File: src/rtl/addsub_serial_if.sv
// rtl/addsub_serial_if.sv - operand/result handshake bundle for addsub_serial
//
// Purpose: groups the operand handshake (in_valid/in_ready, a, b, sub) and the
// result handshake (out_valid/out_ready, s, flags) of addsub_serial.
// Ports (signals):
//   in_valid, a, b, sub      operand side, driven by the source
//   in_ready                 driven by the adder
//   out_valid, s, overflow,
//   carry, neg, zero         result side, driven by the adder
//   out_ready                driven by the consumer
// Modports: slave = adder side, master = source/consumer side.
interface addsub_serial_if #(
  parameter int WIDTH = 16
);
  logic             in_valid;
  logic             in_ready;
  logic [WIDTH-1:0] a;
  logic [WIDTH-1:0] b;
  logic             sub;
  logic             out_valid;
  logic             out_ready;
  logic [WIDTH-1:0] s;
  logic             overflow;
  logic             carry;
  logic             neg;
  logic             zero;

  modport slave (
    input  in_valid, a, b, sub, out_ready,
    output in_ready, out_valid, s, overflow, carry, neg, zero
  );

  modport master (
    output in_valid, a, b, sub, out_ready,
    input  in_ready, out_valid, s, overflow, carry, neg, zero
  );
endinterface

File: src/rtl/addsub_serial.sv
// rtl/addsub_serial.sv - digit-serial adder/subtractor with valid/ready handshakes
//
// Purpose: adds or subtracts two WIDTH-bit operands CHUNK bits per clock, LSB
// first, and reports overflow/carry/neg/zero with signed or unsigned meaning.
// Ports:
//   clk   rising-edge clock
//   rst   synchronous active-high reset
//   bus   addsub_serial_if.slave: in_valid/in_ready/a/b/sub operand handshake,
//         out_valid/out_ready/s/overflow/carry/neg/zero result handshake
// Parameters: WIDTH (multiple of CHUNK), CHUNK (bits per cycle), SIGNED (flag meaning).
// Optional feature: define ADDSUB_SAT_EN to clamp s on overflow instead of wrapping.
module addsub_serial #(
  parameter int WIDTH  = 16,
  parameter int CHUNK  = 4,
  parameter int SIGNED = 1
) (
  input  logic            clk,
  input  logic            rst,
  addsub_serial_if.slave  bus
);
  localparam int NCHUNK = WIDTH / CHUNK;
  localparam int CW     = (NCHUNK > 1) ? $clog2(NCHUNK) : 1;

  typedef enum logic [1:0] {IDLE, RUN, DONE} state_t;

  state_t            state, state_nx;
  logic [WIDTH-1:0]  a_r, b_r, s_acc, s_r;
  logic              sub_r, c_r;
  logic [CW-1:0]     cnt;
  logic              out_valid_r, ov_r, carry_r, neg_r, zero_r;

  logic [CHUNK-1:0]  a_ch, b_ch, sum;
  logic              c_nx, last, cin_msb, ov_c, neg_c, zero_c;
  logic [WIDTH-1:0]  s_raw, s_fin;

  // One chunk of the ripple: a single CHUNK-bit adder reused every cycle.
  always_comb begin
    a_ch        = a_r[cnt*CHUNK +: CHUNK];
    b_ch        = b_r[cnt*CHUNK +: CHUNK];
    {c_nx, sum} = {1'b0, a_ch} + {1'b0, b_ch} + {{CHUNK{1'b0}}, c_r};
    last        = (cnt == CW'(NCHUNK - 1));
    s_raw       = s_acc;
    s_raw[cnt*CHUNK +: CHUNK] = sum;
    // Carry into the top bit recovered from the top-bit sum: s = a ^ b ^ cin.
    cin_msb     = sum[CHUNK-1] ^ a_ch[CHUNK-1] ^ b_ch[CHUNK-1];
    if (SIGNED != 0) ov_c = cin_msb ^ c_nx;
    else             ov_c = sub_r ? ~c_nx : c_nx;
    s_fin       = s_raw;
`ifdef ADDSUB_SAT_EN
    if (ov_c) begin
      if (SIGNED != 0)
        // Signed overflow flips the sign bit, so a set raw MSB means the true result was positive.
        s_fin = s_raw[WIDTH-1] ? {1'b0, {(WIDTH-1){1'b1}}} : {1'b1, {(WIDTH-1){1'b0}}};
      else
        s_fin = sub_r ? '0 : '1;
    end
    // A clamped unsigned result is never below zero.
    if (SIGNED != 0) neg_c = s_fin[WIDTH-1];
    else             neg_c = sub_r & ~c_nx & ~ov_c;
`else
    if (SIGNED != 0) neg_c = s_fin[WIDTH-1];
    else             neg_c = sub_r & ~c_nx;
`endif
    zero_c      = (s_fin == '0);
  end

  always_ff @(posedge clk) begin
    if (rst) state <= IDLE;
    else     state <= state_nx;
  end

  always_comb begin
    state_nx = state;
    case (state)
      IDLE:    if (bus.in_valid)  state_nx = RUN;
      RUN:     if (last)          state_nx = DONE;
      DONE:    if (bus.out_ready) state_nx = IDLE;
      default:                    state_nx = IDLE;
    endcase
  end

  always_ff @(posedge clk) begin
    if (rst) begin
      a_r         <= '0;
      b_r         <= '0;
      s_acc       <= '0;
      s_r         <= '0;
      sub_r       <= 1'b0;
      c_r         <= 1'b0;
      cnt         <= '0;
      out_valid_r <= 1'b0;
      ov_r        <= 1'b0;
      carry_r     <= 1'b0;
      neg_r       <= 1'b0;
      zero_r      <= 1'b0;
    end else begin
      case (state)
        IDLE: if (bus.in_valid) begin
          a_r   <= bus.a;
          // Subtraction as A + ~B + 1: invert B here, the +1 enters as carry-in.
          b_r   <= bus.b ^ {WIDTH{bus.sub}};
          sub_r <= bus.sub;
          c_r   <= bus.sub;
          cnt   <= '0;
          s_acc <= '0;
        end
        RUN: begin
          s_acc <= s_raw;
          c_r   <= c_nx;
          cnt   <= cnt + CW'(1);
          if (last) begin
            cnt         <= '0;
            s_r         <= s_fin;
            ov_r        <= ov_c;
            carry_r     <= c_nx;
            neg_r       <= neg_c;
            zero_r      <= zero_c;
            out_valid_r <= 1'b1;
          end
        end
        DONE: if (bus.out_ready) out_valid_r <= 1'b0;
        default: ;
      endcase
    end
  end

  assign bus.in_ready  = (state == IDLE) && !rst;
  assign bus.out_valid = out_valid_r;
  assign bus.s         = s_r;
  assign bus.overflow  = ov_r;
  assign bus.carry     = carry_r;
  assign bus.neg       = neg_r;
  assign bus.zero      = zero_r;
endmodule
File: src/flat_wrapper.sv
// flat-port wrapper written by rule: the top's interface ports become plain ports
module addsub_serial_flat 
#(
  parameter int WIDTH  = 16,
  parameter int CHUNK  = 4,
  parameter int SIGNED = 1
)
  (clk, rst, bus_in_valid, bus_a, bus_b, bus_sub, bus_out_ready, bus_in_ready, bus_out_valid, bus_s, bus_overflow, bus_carry, bus_neg, bus_zero);
  addsub_serial_if #(.WIDTH(WIDTH)) bus_i ();
  input  logic clk;
  input  logic rst;
  input wire logic [$bits(bus_i.in_valid)-1:0] bus_in_valid;
  input wire logic [$bits(bus_i.a)-1:0] bus_a;
  input wire logic [$bits(bus_i.b)-1:0] bus_b;
  input wire logic [$bits(bus_i.sub)-1:0] bus_sub;
  input wire logic [$bits(bus_i.out_ready)-1:0] bus_out_ready;
  output wire logic [$bits(bus_i.in_ready)-1:0] bus_in_ready;
  output wire logic [$bits(bus_i.out_valid)-1:0] bus_out_valid;
  output wire logic [$bits(bus_i.s)-1:0] bus_s;
  output wire logic [$bits(bus_i.overflow)-1:0] bus_overflow;
  output wire logic [$bits(bus_i.carry)-1:0] bus_carry;
  output wire logic [$bits(bus_i.neg)-1:0] bus_neg;
  output wire logic [$bits(bus_i.zero)-1:0] bus_zero;
  assign bus_i.in_valid = bus_in_valid;
  assign bus_i.a = bus_a;
  assign bus_i.b = bus_b;
  assign bus_i.sub = bus_sub;
  assign bus_i.out_ready = bus_out_ready;
  assign bus_in_ready = bus_i.in_ready;
  assign bus_out_valid = bus_i.out_valid;
  assign bus_s = bus_i.s;
  assign bus_overflow = bus_i.overflow;
  assign bus_carry = bus_i.carry;
  assign bus_neg = bus_i.neg;
  assign bus_zero = bus_i.zero;
  addsub_serial #(.WIDTH(WIDTH), .CHUNK(CHUNK), .SIGNED(SIGNED)) u_core (.clk(clk), .rst(rst), .bus(bus_i));
endmodule
File: config.mk
export PLATFORM = sky130hd
export DESIGN_NAME = addsub_serial_flat
export DESIGN_NICKNAME = d
export VERILOG_FILES = /design/src/rtl/addsub_serial_if.sv /design/src/rtl/addsub_serial.sv /design/src/flat_wrapper.sv
export SDC_FILE = /design/constraint.sdc
export NUM_CORES = 1
export LEC_CHECK = 0
export CAP_MARGIN = 20
export CORE_UTILIZATION = 50
export CTS_BUF_LIST = sky130_fd_sc_hd__clkbuf_8
export CTS_CLUSTER_DIAMETER = 30
export DETAILED_ROUTE_END_ITERATION = 10
export HOLD_SLACK_MARGIN = 0.06
export MAX_ROUTING_LAYER = met4
export PLACE_DENSITY = 0.78
export REMOVE_ABC_BUFFERS = 1
export SYNTH_ARGS = -nofsm -noshare
export SYNTH_HDL_FRONTEND = slang
export SYNTH_SLANG_ARGS = --single-unit
export TNS_END_PERCENT = 50
File: constraint.sdc
create_clock -name clk -period 2.6 [get_ports clk]
set_input_delay 0.26 -clock clk [delete_from_list [all_inputs] [get_ports clk]]
set_output_delay 0.26 -clock clk [all_outputs]
set_load 0.005 [all_outputs]
=== After elaboration in Yosys (flattened, before gate mapping) ===
Cells that the tools add are included.

* Register bits after elaboration: 74
* Input bits: 37
* Logic and storage cells: 56
* Output and inout bits: 22

* Eq/ne operators: 6
* Bitwise logic cells: 4
* Reductions and logical operators: 11
* Muxes and demuxes: 15
* Shift operators: 4
* Add/sub/neg operators: 4

{| class="wikitable"
|+ Operator list
! operator !! count
|-
| 4-bit negator with 34-bit output || 1
|-
| 4-bit by 34-bit variable shift with 16-bit output, first input constant || 1
|-
| 4-bit by 34-bit variable part select with 16-bit output || 1
|-
| 16-bit case mux with 2 select lines || 1
|-
| 16-bit by 5-bit variable part select with 4-bit output || 2
|-
| 16-bit bitwise mux || 1
|-
| 16-bit logical NOT || 1
|-
| 16-bit two-way mux || 1
|-
| 16-bit bitwise XOR || 1
|-
| 2-bit two-way mux || 5
|-
| 2-bit case mux with 3 select lines || 1
|-
| 2-bit AND reduction || 3
|-
| 3-bit AND reduction || 2
|-
| 4-bit by 4-bit adder with 5-bit output || 1
|-
| 5-bit by 1-bit adder with 5-bit output || 1
|-
| 2-bit == test, second input constant || 2
|-
| 2-bit != test, second input constant || 2
|-
| 1-bit case mux with 2 select lines || 2
|-
| 2-bit case mux with 2 select lines || 1
|-
| 2-bit nonzero test || 2
|-
| 1-bit two-way mux || 3
|-
| 1-bit bitwise XOR || 3
|-
| 2-bit by 1-bit adder with 2-bit output, second input constant || 1
|-
| 2-bit by 1-bit == test with 1-bit output, second input constant || 1
|-
| 4 further kinds || 4
|}

=== Logic depth before layout (Yosys ltp) ===
* Word-level depth: 6
* Mapped depth: 10
* Mapped depth without buffers: 9

=== Worst setup path before layout ===
OpenSTA, ideal clock, no wires.

* Path kind: reg2reg
* Start: register u_core.cnt[0]
* End: register u_core.zero_r (netlist: u_core.bus.zero)
* Stages on the path, launching flop included: 11
* Clock period less this slack: 2.817 ns
* Path buffers: 1
* Arrival time: 2.701 ns
* Library setup time: 0.116 ns
* Path slack: -0.217 ns
* Required time: 2.484 ns
* Cell sequence: dfxtp_1 buf_2 mux4_2 fa_1 inv_1 fa_1 inv_1 a31oi_1 nand4_1 nor4_1 a31o_1

* Word-level cells in the longest chain between the ends: 6
* Elaborated cells on any way between the ends: 11
* Classes of those cells: 3 x add/sub; 1 x eq/ne; 4 x shift; 1 x mux; 2 x reduce/logical

{| class="wikitable"
|+ RTL lines
! what !! RTL line !! RTL
|-
| start, declared || addsub_serial.sv:29 || <nowiki>logic [CW-1:0] cnt;</nowiki>
|-
| start signal, assigned || addsub_serial.sv:110 || <nowiki>cnt <= cnt + CW'(1);</nowiki>
|-
| 16-bit by 5-bit variable part select with 4-bit output, on equally long branches || addsub_serial.sv:38, addsub_serial.sv:39 ||
|-
| 4-bit by 4-bit adder with 5-bit output || addsub_serial.sv:40 || <nowiki>{c_nx, sum} = {1'b0, a_ch} + {1'b0, b_ch} + {{CHUNK{1'b0}}, c_r};</nowiki>
|-
| 5-bit by 1-bit adder with 5-bit output || addsub_serial.sv:40 ||
|-
| 4-bit by 34-bit variable part select with 16-bit output || addsub_serial.sv:43 || <nowiki>s_raw[cnt*CHUNK +: CHUNK] = sum;</nowiki>
|-
| 16-bit bitwise mux || addsub_serial.sv:43 ||
|-
| 16-bit logical NOT || addsub_serial.sv:64 || <nowiki>zero_c = (s_fin == '0);</nowiki>
|-
| end signal, assigned || addsub_serial.sv:117 || <nowiki>zero_r <= zero_c;</nowiki>
|-
| end, declared || addsub_serial.sv:30 || <nowiki>logic out_valid_r, ov_r, carry_r, neg_r, zero_r;</nowiki>
|}

Parallel ways exist; a longest one is shown, timed or not.
A chain may end at the register's enable or synchronous reset.

=== Worst setup path in the final report ===
Ends and elaborated chain as after synthesis.

==> qor.yml <==
status: "finished, final reports clean"
drive_gt1_share_pct: 12.5
final_cell_mix: "dfxtp_1 (71), nor2_1 (64), clkdlybuf4s50_1 (57)"
cts_tree: "done"
max-slew-margin-rel_pct: 52.6
hp-class: "primary input to flop"
p_per_area_nw_per_um2: 563
yosysSeqAreaShare_pct: 41.5
finalNonFillerCells: 577
wl_per_cell_um: 13.8
vias_per_cell: 5.40
drc: 0
ant_nets: 0
synth-seq-cells: 73
core_area_um2: 6790
drt_iter0_markers: 168
grtUsageTotal_pct: 23.3
dpl_worst_slack_ns: 0.0122
finalSetupViolCount: 0
layout_commonest_cell: "dfxtp_1"
finalCriticalPeriod_ns: 2.56
wirelength_mm: 7.94
slew_viol_final: 0
initial_core_util_pct: 51.8
syn_area_per_cell_um2: 8.37
die_h_um: 85.9
clk_pin_slew_ns: 0.08
grt_antenna_before_repair: 0
grt_pass1_vias: 2906
area_growth_pct: 28.2
cp.arrival_ns: 2.81
n_antenna_cell: 0
grt_first_pass_wirelength_mm: 13.2
placed_cells: 561
critical_path_class: "flop to flop"
gp_congestion: 0.860
fmaxAchievable_ghz: 0.390
nets: 524
power.leakage_nw: 1.60
grt_start_max_net_pins: 60
crit_required_ns: 2.85
ys_types: 40
async_flop_share_pct: 0
hpwl_mm: 5.44
skew_ns: 0.00610
clock-sinks: 73
syn_inst: 421
clk_latency_ns: 0.35
dieArea_um2: 7380
crit_fanout: 4
clock_path_buffers: 2
start_kind: "flop"
ctsHoldBuffers: 0
peakVddDrop_mv: 0.249
numPortBuffers: 58
synth_ff_type: "dfxtp_1"
worstMarginPinSlew_ns: 0.709
die_w_um: 85.9
first_pass_iters: 4
cts_buffers: 9
period_share_pct: 98.6
drv_cap: 0
finalWorstSetupSlack_ns: 0.0352
ios: 59
globalRoute.totalOverflow: 0
vias: 3118
cts_root_buf: "clkbuf_8"
synth_edf_count: 0
endpoint_kind: "flop"
report.final.hold_viol_count: 0
num_rows: 30
syn_area_um2: 3520
htreeDepth: 3
yosysWarnings: 0
sequential cells by signal, indices dropped and copies added (netlist names):
name                  flops
u_core.bus.s             16
u_core.bus.out_valid      1
u_core.a_r               16
u_core.c_r                1
u_core.bus.zero           1
u_core.state              2
u_core.b_r               16
u_core.bus.carry          1
u_core.bus.overflow       1
u_core.cnt                2
u_core.s_acc             16
cell usage after synthesis, drive strengths merged (2+ instances only):
| library cell | n | share of area (%) |
|---|---|---|
| nand2b | 2 | 0.36 |
| clkbuf | 29 | 3.1 |
| nor2 | 64 | 6.8 |
| nor3b | 5 | 1.1 |
| nand3b | 4 | 0.85 |
| xnor2 | 17 | 4.2 |
| nand3 | 11 | 1.6 |
| a21oi | 33 | 4.7 |
| a31oi | 19 | 3.4 |
| mux4 | 8 | 5.1 |
| inv | 9 | 0.96 |
| nand2 | 47 | 5.0 |
| nor3 | 13 | 1.8 |
| nor4 | 2 | 0.36 |
| o21a | 2 | 0.43 |
| o21ai | 8 | 1.1 |
| dfxtp | 73 | 41 |
| or3 | 2 | 0.36 |
| ha | 9 | 3.2 |
| buf | 4 | 0.64 |
| nor2b | 14 | 2.5 |
| a31o | 2 | 0.50 |
| a22oi | 2 | 0.43 |
| a211oi | 26 | 5.5 |
| and3b | 2 | 0.50 |
| fa | 2 | 1.1 |
final timing paths:
check	startpoint	slack [ns]	cells after the start	to
worst max-delay path	u_core.cnt[0]	0.04	9	u_core.bus.zero
worst min-delay path	rst	0.30	2	u_core.bus.out_valid
worst max register to register	u_core.cnt[0]	0.04	9	u_core.bus.zero
worst min register to register	u_core.a_r[6]	0.46	2	u_core.a_r[6]
what timing repair did:
action,in CTS,in global routing
setup buffers,0,0
endpoints found under the setup margin,2,18
cloned,0,0
resized for setup,2,17
pin swaps,0,1
critical path: stages (launching register included):
cell,delay [ns]
dfxtp_2,0.36
mux4_2,0.52
fa_2,0.38
inv_1,0.09
fa_2,0.45
inv_2,0.10
a31oi_1,0.14
nand4_1,0.17
nor4_1,0.06
a31o_1,0.21
cell families after synthesis:
group | after synthesis | synth area share [%]
multiplexers | 8 | 5.12
buffers and inverters | 42 | 4.69
adder cells (fa/ha/maj) | 11 | 4.33
AO/OA/AOI/OAI | 99 | 17.9
XOR/XNOR | 17 | 4.23
AND/OR/NAND/NOR | 171 | 22.3
flip-flops | 73 | 41.5
per-layer routing:
metal,vias to the layer above,wire length [µm],track usage (%)
met4,0,192,11.4
met5,-,0,-
met1,1443,3560,27.2
met2,70,3920,38.5
li1,1586,-,-
met3,19,264,4.33
layout make-up:
type / count / area [µm²]
Fill cell: 592 / 2280
Inverter: 9 / 33.8
Sequential cell: 73 / 1460
Clock inverter: 5 / 55.1
Multi-Input combinational cell: 306 / 1960
Clock buffer: 11 / 151
Timing Repair Buffer: 77 / 729
Tap cell: 96 / 120
stage by stage:
step	cell area [µm²]	TNS, ns	total power [mW]	hold slack [ns]	utilization (%)
6_report	4520	0	2.54	0.301	66.5
5_1_grt	4520	-0.0368	2.65	0.305	66.5
4_1_cts	4440	-0.000934	2.53	0.289	65.4
3_5_place_dp	4230	0	1.64	0.450	62.2
3_3_place_gp	4230	0	1.63	0.441	62.2
2_1_floorplan	3390	-0.967	1.45	0.329	-
report_power, final:
part	internal (mW)	switching [mW]	total [mW]
combinational	0.207	0.236	0.443
sequential	1.16	0.0282	1.19
clock	0.492	0.418	0.909
total	1.86	0.681	2.54
Power figures use the tool's default switching activity.
